===== config.mk =====
export PLATFORM = sky130hd
export DESIGN_NAME = fetch_unit
export DESIGN_NICKNAME = d
export VERILOG_FILES = /design/src/rtl/fetch_unit.sv
export SDC_FILE = /design/constraint.sdc
export NUM_CORES = 1
export LEC_CHECK = 0
export ABC_AREA = 1
export CORE_ASPECT_RATIO = 0.75
export CORE_MARGIN = 10
export CORE_UTILIZATION = 50
export CTS_BUF_LIST = sky130_fd_sc_hd__clkbuf_8
export DETAILED_ROUTE_END_ITERATION = 6
export PLACE_DENSITY = 0.79
export SKIP_CTS_REPAIR_TIMING = 1
export SLEW_MARGIN = 20
export SYNTH_ARGS = -nofsm -noshare
export SYNTH_HDL_FRONTEND = slang
export SYNTH_SLANG_ARGS = --single-unit

===== constraint.sdc =====
create_clock -name clk -period 2.4 [get_ports clk]
set_clock_uncertainty 0.2 [all_clocks]
set_input_delay 0.72 -clock clk [delete_from_list [all_inputs] [get_ports clk]]
set_output_delay 0.72 -clock clk [all_outputs]
set_load 0.01 [all_outputs]

===== src/rtl/fetch_unit.sv =====
// fetch_unit: instruction fetch stage with an IF/ID pipeline register.
// Handles a variable-latency instruction memory, hazard-unit stalls,
// redirects and IF/ID flushes.
//
// Optional build macro: FETCH_ALIGN_CHK_EN
//   defined   -> a misaligned fetch PC enters FAULT instead of requesting
//                memory. IF/ID then receives a single NOP marked
//                IFIDValid=1/IFIDFault=1, followed by bubbles.
//   undefined -> no alignment check, no FAULT state, IFIDFault tied 0,
//                and IMAddr carries PC[1:0] unchanged.
//
// Memory handshake: IMReq is held high with a stable IMAddr until IMAck.
// IMAck may arrive in the same cycle IMReq rises. IMAck is ignored while
// IMReq is low. IMRdata is only sampled in the cycle where IMReq=1 and
// IMAck=1. Dropping IMReq, for example at reset, abandons the request.
//
// FetchBusy depends only on state and IMAck, never on PCWr or IFIDWr, so
// the hazard unit can use it without creating a combinational loop.
module fetch_unit #(
  parameter logic [31:0] RESET_PC = 32'h0000_3000,
  parameter logic [31:0] NOP_INS  = 32'h0000_0000
) (
  input  logic        clk,
  input  logic        rst,
  input  logic        PCWr,
  input  logic        IFIDWr,
  input  logic        IFIDRst,
  input  logic        NPCSel,
  input  logic [31:0] NPC,
  output logic        IMReq,
  output logic [31:0] IMAddr,
  input  logic        IMAck,
  input  logic [31:0] IMRdata,
  output logic [31:0] IFIDIns,
  output logic [31:0] IFIDPC,
  output logic [31:0] IFIDPCPLUS4,
  output logic        IFIDValid,
  output logic        IFIDFault,
  output logic        FetchBusy,
  output logic [1:0]  dbg_state_o
);

`ifdef FETCH_ALIGN_CHK_EN
  typedef enum logic [1:0] {
    S_FETCH = 2'd0,
    S_HOLD  = 2'd1,
    S_DROP  = 2'd2,
    S_FAULT = 2'd3
  } state_e;
`else
  typedef enum logic [1:0] {
    S_FETCH = 2'd0,
    S_HOLD  = 2'd1,
    S_DROP  = 2'd2
  } state_e;
`endif

  state_e      state_q, state_d;
  logic [31:0] pc_q, pc_d;
  logic [31:0] imaddr_q, imaddr_d;
  logic        req_en_q;
  logic [31:0] hold_ins_q, hold_ins_d;
  logic [31:0] hold_pc_q, hold_pc_d;
  logic [31:0] ifid_ins_q, ifid_ins_d;
  logic [31:0] ifid_pc_q, ifid_pc_d;
  logic [31:0] ifid_pcp4_q, ifid_pcp4_d;
  logic        ifid_valid_q, ifid_valid_d;
`ifdef FETCH_ALIGN_CHK_EN
  logic        ifid_fault_q, ifid_fault_d;
  logic        fault_mark_q, fault_mark_d;
`endif

  logic        redirect;
  logic        ack;
  logic        word_rdy;
  logic [31:0] word_ins;
  logic [31:0] word_pc;
  logic        new_req;

  // A request is outstanding in FETCH (live) and in DROP (stale).
  // req_en_q keeps IMReq low until the first clock edge after reset is released.
  assign IMReq    = req_en_q & ((state_q == S_FETCH) | (state_q == S_DROP));
  assign ack      = IMAck & IMReq;
  assign redirect = NPCSel & PCWr;
  assign word_rdy = ((state_q == S_FETCH) & ack) | (state_q == S_HOLD);
  assign word_ins = (state_q == S_HOLD) ? hold_ins_q : IMRdata;
  assign word_pc  = (state_q == S_HOLD) ? hold_pc_q : pc_q;

  assign FetchBusy   = ~word_rdy;
  assign IMAddr      = imaddr_q;
  assign IFIDIns     = ifid_ins_q;
  assign IFIDPC      = ifid_pc_q;
  assign IFIDPCPLUS4 = ifid_pcp4_q;
  assign IFIDValid   = ifid_valid_q;
  assign dbg_state_o = state_q;
`ifdef FETCH_ALIGN_CHK_EN
  assign IFIDFault   = ifid_fault_q;
`else
  assign IFIDFault   = 1'b0;
`endif

  // Next-state, PC, hold buffer and IF/ID load decisions.
  always_comb begin
    state_d     = state_q;
    pc_d        = pc_q;
    imaddr_d    = imaddr_q;
    hold_ins_d  = hold_ins_q;
    hold_pc_d   = hold_pc_q;
    ifid_ins_d  = ifid_ins_q;
    ifid_pc_d   = ifid_pc_q;
    ifid_pcp4_d = ifid_pcp4_q;
    ifid_valid_d = ifid_valid_q;
`ifdef FETCH_ALIGN_CHK_EN
    ifid_fault_d = ifid_fault_q;
    fault_mark_d = fault_mark_q;
`endif
    new_req = 1'b0;

    // IF/ID: flush wins. A word is loaded only if it is not being discarded by a redirect.
    if (IFIDRst) begin
      ifid_ins_d   = NOP_INS;
      ifid_valid_d = 1'b0;
`ifdef FETCH_ALIGN_CHK_EN
      ifid_fault_d = 1'b0;
`endif
    end else if (IFIDWr) begin
      if (word_rdy && !redirect) begin
        ifid_ins_d   = word_ins;
        ifid_pc_d    = word_pc;
        ifid_pcp4_d  = word_pc + 32'd4;
        ifid_valid_d = 1'b1;
`ifdef FETCH_ALIGN_CHK_EN
        ifid_fault_d = 1'b0;
`endif
      end else begin
        ifid_ins_d   = NOP_INS;
        ifid_valid_d = 1'b0;
`ifdef FETCH_ALIGN_CHK_EN
        ifid_fault_d = 1'b0;
        // The first load after entering FAULT carries the fault marker.
        if (state_q == S_FAULT) begin
          ifid_valid_d = fault_mark_q;
          ifid_fault_d = fault_mark_q;
          ifid_pc_d    = pc_q;
          ifid_pcp4_d  = pc_q + 32'd4;
          fault_mark_d = 1'b0;
        end
`endif
      end
    end

    case (state_q)
      S_FETCH: begin
        if (ack) begin
          if (redirect) begin
            pc_d    = NPC;
            new_req = 1'b1;
          end else if (IFIDWr || IFIDRst) begin
            if (PCWr) pc_d = pc_q + 32'd4;
            new_req = 1'b1;
          end else begin
            hold_ins_d = IMRdata;
            hold_pc_d  = pc_q;
            state_d    = S_HOLD;
          end
        end else if (redirect) begin
          // The old request must still complete; its data is thrown away.
          pc_d    = NPC;
          state_d = S_DROP;
        end
      end
      S_HOLD: begin
        if (redirect) begin
          pc_d    = NPC;
          new_req = 1'b1;
        end else if (IFIDWr || IFIDRst) begin
          pc_d    = pc_q + 32'd4;
          new_req = 1'b1;
        end
      end
      S_DROP: begin
        if (redirect) pc_d = NPC;
        if (ack) new_req = 1'b1;
      end
`ifdef FETCH_ALIGN_CHK_EN
      S_FAULT: begin
        if (redirect) begin
          pc_d    = NPC;
          new_req = 1'b1;
        end
      end
`endif
      default: state_d = S_FETCH;
    endcase

    // Every new request latches its address from the next PC.
    if (new_req) begin
      state_d  = S_FETCH;
      imaddr_d = pc_d;
`ifdef FETCH_ALIGN_CHK_EN
      fault_mark_d = 1'b0;
      if (pc_d[1:0] != 2'b00) begin
        state_d      = S_FAULT;
        fault_mark_d = 1'b1;
      end
`endif
    end
  end

  // State register with synchronous active-low reset.
  always_ff @(posedge clk) begin
    if (!rst) begin
      state_q      <= S_FETCH;
      pc_q         <= RESET_PC;
      imaddr_q     <= RESET_PC;
      req_en_q     <= 1'b0;
      hold_ins_q   <= 32'd0;
      hold_pc_q    <= 32'd0;
      ifid_ins_q   <= NOP_INS;
      ifid_pc_q    <= 32'd0;
      ifid_pcp4_q  <= 32'd0;
      ifid_valid_q <= 1'b0;
`ifdef FETCH_ALIGN_CHK_EN
      ifid_fault_q <= 1'b0;
      fault_mark_q <= 1'b0;
`endif
    end else begin
      state_q      <= state_d;
      pc_q         <= pc_d;
      imaddr_q     <= imaddr_d;
      req_en_q     <= 1'b1;
      hold_ins_q   <= hold_ins_d;
      hold_pc_q    <= hold_pc_d;
      ifid_ins_q   <= ifid_ins_d;
      ifid_pc_q    <= ifid_pc_d;
      ifid_pcp4_q  <= ifid_pcp4_d;
      ifid_valid_q <= ifid_valid_d;
`ifdef FETCH_ALIGN_CHK_EN
      ifid_fault_q <= ifid_fault_d;
      fault_mark_q <= fault_mark_d;
`endif
    end
  end

endmodule


==> results of run 1 <==
## worst max-delay path: stages, from the launching register on
cell and delay, ns:
dfxtp_4 0.35, buf_6 0.12, ha_4 0.21, buf_12 0.15
inv_8 0.08, nand2_4 0.06, inv_4 0.06, buf_6 0.09
## synthesized netlist by cell type, types with 14 or more instances
master / count
nor2_2: 14
a31oi_1: 22
o21ai_1: 19
nand4_1: 16
clkbuf_1: 57
buf_2: 29
nand3_1: 94
nor2_1: 182
nand2_1: 474
dfxtp_1: 226
xor2_1: 14
o21ai_0: 165
inv_1: 176
a21oi_1: 190
o211ai_1: 41
nor3_1: 16
## area by class of cell
class / count / area (um^2) / share of cell area, %
clock buffer: 54 / 743.2 / 4.173
clock inverter: 16 / 85.08 / 0.4777
inverter: 188 / 730.7 / 4.103
multi-input combinational: 1314 / 6925 / 38.88
sequential: 226 / 4544 / 25.51
tap: 306 / 382.9 / 2.150
timing repair buffer: 437 / 4399 / 24.70
## how the worst max path moves through the flow
stage,start,endpoint,slack [ns],depth (start not counted)
after floorplan,dbg_state_o[1],IFIDPCPLUS4[26],0.003,15
after detailed placement,IMAck,FetchBusy,-0.63,7
final,dbg_state_o[0],FetchBusy,-0.20,7
after global routing,dbg_state_o[1],FetchBusy,-0.28,10
after CTS,dbg_state_o[0],FetchBusy,-0.78,10
after global placement,IMAck,FetchBusy,-0.62,7
## kinds of logic (layout without fill, tap and decap cells)
kind of cell | Yosys count | after routing | synth area share, %
simple gates | 819 | 819 | 28.33
other cells | 1 | 1 | 0.03119
flops | 226 | 226 | 37.64
buf+inv | 297 | 695 | 10.58
compound gates | 472 | 472 | 21.61
xor+xnor | 14 | 14 | 1.020
fa+ha+maj | 6 | 6 | 0.6245
mux | 2 | 2 | 0.1665
## sequential cells by signal, summed over array words and instances (netlist names)
| register | flops |
|---|---|
| IFIDIns | 32 |
| IFIDPC | 32 |
| IMAddr | 32 |
| hold_ins_q | 32 |
| hold_pc_q | 32 |
| pc_q | 32 |
| IFIDPCPLUS4 | 30 |
| dbg_state_o | 2 |
| IFIDValid | 1 |
| req_en_q | 1 |
## routing by layer
metal | track usage (%) | wire length (um) | vias up
li1 | - | - | 6743
met1 | 36.87 | 20250 | 6572
met2 | 42.46 | 21540 | 621
met3 | 8.023 | 4632 | 91
met4 | 6.597 | 960 | 0
met5 | 0 | 0 | -
## report_power, final
| part | leakage [nW] | internal, mW | switching, mW |
|---|---|---|---|
| Clock | 0.471 | 2.01 | 1.71 |
| Sequential | 1.84 | 4.13 | 0.390 |
| Combinational | 6.46 | 2.10 | 2.64 |
| Total | 8.77 | 8.25 | 4.74 |
==> impl_metrics.yaml, run 1 <==
clocking:
  cts_tree: "done"
  cts_buffers: 38
  clk_transition_reported_paths_ns: 0.06
  root_buffer: "clkbuf_8"
  clock_sinks: 226
  cts_buffer_depth: 3
  h-tree-depth: 2
  clock_latency_ns: 0.56
grt:
  first_global_vias: 13020
  grt_pass1_wl_mm: 68.87
  overflow: 0
  antenna_found_initial: 0
  grt_max_degree: 97
  gr-usage-all-layers_pct: 27.52
logic_synthesis:
  ys_types: 44
  synthArstFlopShare_pct: 0
  yosysWarnings: 0
  yosys_register_bits: 226
  synth_flop_cell: "dfxtp_1"
  synth_area_leaders: "dfxtp_1 (38%), nand2_1 (15%), a21oi_1 (7.9%)"
  yosysTopAreaCellShare_pct: 37.64
  synth_seq_area_share_pct: 37.64
  syn_area_mm2: 0.01202
  syn_area_per_cell_um2: 6.544
  synthCells: 1837
  syn-num-nets: 1914
  synth_top_cell_by_area: "dfxtp_1"
  synth_edf_count: 0
critical_path:
  reg2reg_from: "dbg_state_o[0]"
  r2r_slack_ns: -0.15
  cp-end-kind: "primary output"
  critPathKind: "register to primary output"
  crit_required_ns: 1.48
  arrival_ns: 1.68
  reg2reg_to: "IFIDPCPLUS4[27]"
  start_kind: "register"
  reg2regPathDepth: 14
  worstPathMaxFanout: 7
power:
  p_total_mw: 12.99
  irDropWorstVdd_mv: 0.5887
  p_leak_nw: 8.770
  power_density_mw_per_mm2: 729.3
drt:
  drc: 3
  avgRoutedWirePerCell_um: 18.65
  firstDrtPassIters: 7
  via_per_inst: 5.520
  drt_iter0_drc: 1155
  routed_wl_mm: 47.38
  ant_nets: 0
  via_count: 14030
die:
  rows: 49
  die_w_um: 199.0
  core_region_area_mm2: 0.02379
  io_pins: 205
  fp.dieH_um: 154.3
  initial_utilization_pct: 50.54
  dieArea_mm2: 0.03071
sta:
  hold_viol: 0
  fin_ws_ns: -0.2035
  hold_slack_ns: 0.2518
  tns_ns: -1.364
  slew_violations: 0
  rsz0062_at_grt: "yes"
  max_freq_mhz: 384.1
  fin_crit_sh_pct: 108.5
  fin_crit_ns: 2.604
  setup_viol: 19
hold_path:
  hold_end: "IMAddr[23]"
  holdPathStages: 2
  hold_class: "register to register"
  hold_start: "IMAddr[23]"
finish:
  stdcell_count: 2541
  area_growth_pct: 48.16
  final_nets: 2282
  nFillCells: 1853
  post-route-util_pct: 74.87
  most-common-layout-cells: "nand2_1 (437), dfxtp_1 (214), buf_4 (191)"
  layout_commonest_cell: "nand2_1"
  antenna_cells: 0
  drive_gt1_share_pct: 21.74
  final_area_mm2: 0.01781
placement:
  placed_cell_area_mm2: 0.01567
  pre_cts_ws_ns: -0.6256
  gp_congestion: 0.9641
  dp_cells: 2446
  port-buffer-count: 203
  dp_hpwl_mm: 32.60
run:
  max_cap_viol_count: 0
run_status:
  violations: "DRC, setup timing"
  status: "finished with violations"
Note: power is estimated with default switching activity, not from simulation.
==> run 2, diff against run 1 <==
--- a/config.mk
+++ b/config.mk
@@ -7,7 +7,6 @@
 export LEC_CHECK = 0
 export ABC_AREA = 1
 export CORE_ASPECT_RATIO = 0.75
-export CORE_MARGIN = 10
 export CORE_UTILIZATION = 50
 export CTS_BUF_LIST = sky130_fd_sc_hd__clkbuf_8
 export DETAILED_ROUTE_END_ITERATION = 6
==> run 2 against run 1 <==
The run ends with setup timing left. Clock-buffer cell count down 8. Sequential cell count unchanged. Combinational power about the same. Core utilization shrank 0.24 points. Wire length fell by 6.7%. Largest cell class unchanged.
==> impl_metrics.yaml, run 2 (synthesis results as in run 1) <==
drt:
  via_per_inst: 5.494
  routed_wl_mm: 44.19
  ant_nets: 0
  avgRoutedWirePerCell_um: 17.38
  drt_iter0_drc: 1193
  firstDrtPassIters: 5
  drc: 0
  via_count: 13970
grt:
  grt_pass1_wl_mm: 66.07
  overflow: 0
  gr-usage-all-layers_pct: 33.44
  grt.busiest_layer: "met2"
  first_global_vias: 12660
  met2_usage_pct: 53.80
  grt_max_degree: 95
  met1_usage_pct: 45.29
  antenna_found_initial: 0
  gr-usage-met3_pct: 8.224
power:
  switching_share_pct: 36.47
  p_seq_share_pct: 35.7
  p_leak_nw: 7.921
  p_switching_mw: 4.579
  power_density_mw_per_mm2: 721.8
  irDropWorstVdd_mv: 0.6529
  internal-power_mw: 7.975
  p_comb_share_pct: 37.6
  p_clk_share_pct: 26.7
  p_total_mw: 12.55
die:
  dieArea_mm2: 0.02467
  io_pins: 205
  core_region_area_mm2: 0.02330
  die_w_um: 181.0
  fp.dieH_um: 136.3
  initial_utilization_pct: 51.59
  rows: 48
placement:
  dp_hpwl_mm: 31.36
  gp_congestion: 0.9894
  port-buffer-count: 203
critical_path:
  start_kind: "register"
  cp-end-kind: "primary output"
  worstPathMaxFanout: 3
  arrival_ns: 1.68
  critPathKind: "register to primary output"
  crit_required_ns: 1.48
finish:
  final_nets: 2297
  antenna_cells: 0
  area_growth_pct: 44.67
  layout_commonest_cell: "nand2_1"
  most-common-layout-cells: "nand2_1 (454), buf_4 (219), dfxtp_1 (217)"
  drive_gt1_share_pct: 20.83
run_status:
  status: "finished with violations"
  violations: "setup timing"
clocking:
  clock_sinks: 226
  root_buffer: "clkbuf_8"
  cts_buffer_depth: 3
  cts_tree: "done"
  cts_buffers: 37
  h-tree-depth: 2
  clock_latency_ns: 0.56
  clk_transition_reported_paths_ns: 0.06
sta:
  setup_viol: 10
  rsz0062_at_grt: "yes"
  max_freq_mhz: 384.8
  hold_slack_ns: 0.2487
  hold_viol: 0
  slew_violations: 0
  fin_crit_ns: 2.599
  fin_ws_ns: -0.1986
  fin_crit_sh_pct: 108.3
run:
  max_cap_viol_count: 0
hold_path:
  hold_class: "register to register"
[run 2: worst max-delay path: stages, from the launching register on]
cell and delay, ns:
dfxtp_4 0.36, inv_4 0.08, ha_4 0.14, inv_2 0.04, nand2_2 0.08, nand3_4 0.08, inv_4 0.07, nand2_4 0.05
nand2_4 0.07, inv_4 0.04, buf_6 0.11
[run 2: power by group through the flow]
stage / sequential [mW] / combinational [mW] / clock [mW]
floorplan: 4.49 / 2.11 / 0
global placement: 4.51 / 4.16 / 0
detailed placement: 4.52 / 4.22 / 0
CTS: 4.44 / 4.24 / 3.38
global route: 4.51 / 5.11 / 3.54
finish: 4.48 / 4.72 / 3.35
[run 2: metal layers]
layer | share of wire (%) | up-vias
li1 | - | 6769
met1 | 44 | 6459
met2 | 44 | 649
met3 | 9.8 | 90
met4 | 2.1 | 0
met5 | 0 | -
[run 2: final cells by class]
class                      instances  area [um^2]
tap                              300        375.4
clock buffer                      46        633.1
clock inverter                    15        76.32
sequential                       226         4541
fill                            1817         5911
timing repair buffer             453         4342
inverter                         188        723.2
multi-input combinational       1314         6701
[run 2: final timing paths]
kind / from / endpoint / slack, ns / cells past startpoint
worst min register to register: IMAddr[12] / IMAddr[12] / 0.25 / 2
worst max register to register: dbg_state_o[1] / IFIDPCPLUS4[23] / -0.11 / 14
worst max-delay path: dbg_state_o[1] / FetchBusy / -0.20 / 10
worst min-delay path: IMAddr[12] / IMAddr[12] / 0.25 / 2
[run 2: stage by stage]
step | area (um^2) | std cells | util (%) | setup WS [ns] | setup TNS (ns)
after detailed placement | 15770 | 2459 | 67.66 | -0.6154 | -84.70
after CTS | 16480 | 2520 | 70.70 | -0.7593 | -4.672
after floorplan | 12020 | 1837 | - | 0.003441 | 0
after global routing | 17390 | 2542 | 74.63 | -0.2676 | -2.744
after global placement | 15770 | 2459 | 67.66 | -0.6333 | -76.41
final | 17390 | 2542 | 74.63 | -0.1986 | -0.8435
==> run 3, diff against run 2 <==
--- a/config.mk
+++ b/config.mk
@@ -6,11 +6,14 @@
 export NUM_CORES = 1
 export LEC_CHECK = 0
 export ABC_AREA = 1
+export CELL_PAD_IN_SITES_DETAIL_PLACEMENT = 0
+export CELL_PAD_IN_SITES_GLOBAL_PLACEMENT = 1
 export CORE_ASPECT_RATIO = 0.75
-export CORE_UTILIZATION = 50
+export CORE_UTILIZATION = 35
 export CTS_BUF_LIST = sky130_fd_sc_hd__clkbuf_8
+export CTS_CLUSTER_DIAMETER = 120
 export DETAILED_ROUTE_END_ITERATION = 6
-export PLACE_DENSITY = 0.79
+export PLACE_DENSITY_LB_ADDON = 0.1
 export SKIP_CTS_REPAIR_TIMING = 1
 export SLEW_MARGIN = 20
 export SYNTH_ARGS = -nofsm -noshare
==> run 3 against run 2 <==
The run still ends with setup timing left. Via count is 2.6% lower. Combinational power hardly changed. Global-route usage is 8.0 points lower. Critical endpoint is now IMReq. Largest cell class unchanged. Highest routed layer is now met5.
==> impl_metrics.yaml, run 3 (synthesis results as in run 1) <==
clocking:
  clock_sinks: 226
  h-tree-depth: 2
  clock_latency_ns: 0.58
  clk_transition_reported_paths_ns: 0.06
  cts_tree: "done"
  cts_buffer_depth: 3
  root_buffer: "clkbuf_8"
  cts_buffers: 40
placement:
  dp_hpwl_mm: 34.37
  gp_congestion: 0.9075
  placed_cell_area_mm2: 0.01624
  port-buffer-count: 203
finish:
  nFillCells: 3376
  final_nets: 2317
  layout_commonest_cell: "nand2_1"
  post-route-util_pct: 53.61
  drive_gt1_share_pct: 20.50
  area_growth_pct: 50.17
  final_area_mm2: 0.01805
  most-common-layout-cells: "nand2_1 (463), buf_4 (233), dfxtp_1 (219)"
  seqCellArea_mm2: 0.004536
  multi_input_area_mm2: 0.006594
grt:
  gr-usage-all-layers_pct: 25.45
  overflow: 0
  grt_pass1_wl_mm: 70.30
  grt_max_degree: 72
  first_global_vias: 12710
  antenna_found_initial: 2
die:
  fp.dieH_um: 162.5
  core_region_area_mm2: 0.03367
  io_pins: 205
  die_w_um: 216
  dieArea_mm2: 0.03510
  initial_utilization_pct: 35.70
  rows: 58
sta:
  hold_viol: 0
  fin_ws_ns: -0.2043
  tightest_slew_ns: 0.6837
  rsz0062_at_grt: "yes"
  fin_crit_ns: 2.604
  setup_viol: 8
  hold_slack_ns: 0.2433
  max_freq_mhz: 384.0
  fin_crit_sh_pct: 108.5
  slew_headroom_pct: 54.42
  slew_violations: 0
critical_path:
  start_kind: "register"
  critPathKind: "register to primary output"
  arrival_ns: 1.68
  cp-end-kind: "primary output"
  worstPathMaxFanout: 4
  crit_required_ns: 1.48
  r2r_slack_ns: -0.05
power:
  p_clk_share_pct: 29.3
  p_seq_share_pct: 34.3
  p_switching_mw: 4.674
  irDropWorstVdd_mv: 0.4237
  p_leak_nw: 9.775
  p_comb_share_pct: 36.3
  internal-power_mw: 8.346
  switching_share_pct: 35.90
  p_total_mw: 13.02
  power_density_mw_per_mm2: 721.2
drt:
  avgRoutedWirePerCell_um: 17.19
  drt_iter0_drc: 971
  via_count: 13610
  drc: 0
  via_per_inst: 5.004
  ant_nets: 0
  firstDrtPassIters: 5
  routed_wl_mm: 46.74
run_status:
  status: "finished with violations"
  violations: "setup timing"
run:
  max_cap_viol_count: 0
hold_path:
  hold_class: "register to register"
[run 3: cell types whose count changed in the layout (fill, tap and decap cells not counted), moves of 6 or more]
cell             before  now
o21ai_4               7    1
buf_12               18   25
inv_1               170  179
clkdlybuf4s50_1     162   71
buf_4               219  233
dlymetal6s2s_1       38  130
nand2_2              21   11
nand2_1             454  463
[run 3: worst paths after layout]
| check | cells after the start | startpoint | endpoint |
|---|---|---|---|
| setup reg to reg | 15 | dbg_state_o[1] | IFIDPCPLUS4[16] |
| hold reg to reg | 2 | IMAddr[17] | IMAddr[17] |
| hold / removal | 2 | IMAddr[17] | IMAddr[17] |
| setup / recovery | 6 | dbg_state_o[0] | IMReq |
[run 3: critical path, cell delays in order, from the launching register on]
cell	delay [ns]
dfxtp_4	0.39
inv_4	0.05
ha_4	0.16
buf_4	0.15
nor2_2	0.15
nor2_1	0.06
dlymetal6s2s_1	0.17
[run 3: metrics by stage]
step,cells,TNS (ns),worst slack (ns)
global route,2718,-3.619,-0.2813
detailed placement,2630,-91.62,-0.6091
finish,2719,-0.5418,-0.2043
CTS,2700,-7.474,-0.8318
floorplan,1837,0,0.003441
global placement,2630,-84.03,-0.6033
[run 3: metal layers]
metal	part of all wire (%)	vias up	global-route usage (%)
met5	0.028	-	0
met4	1.9	2	5.826
met3	7.1	68	5.023
met2	42	394	39.01
met1	49	6323	36.57
li1	-	6819	-
[run 3: power groups by stage]
stage	Clock [mW]	Sequential (mW)	Combinational, mW
global route	4.08	4.51	5.17
global placement	0	4.53	4.37
CTS	3.91	4.46	4.41
floorplan	0	4.49	2.11
detailed placement	0	4.53	4.39
finish	3.82	4.47	4.73
[run 3: layout make-up]
type	count	area share [%]
Clock inverter	20	0.8109
Inverter	188	4.020
Timing Repair Buffer	470	26.57
Tap cell	450	3.119
Antenna cell	1	0.01386
Multi-Input combinational cell	1314	36.53
Clock buffer	50	3.812
Sequential cell	226	25.12
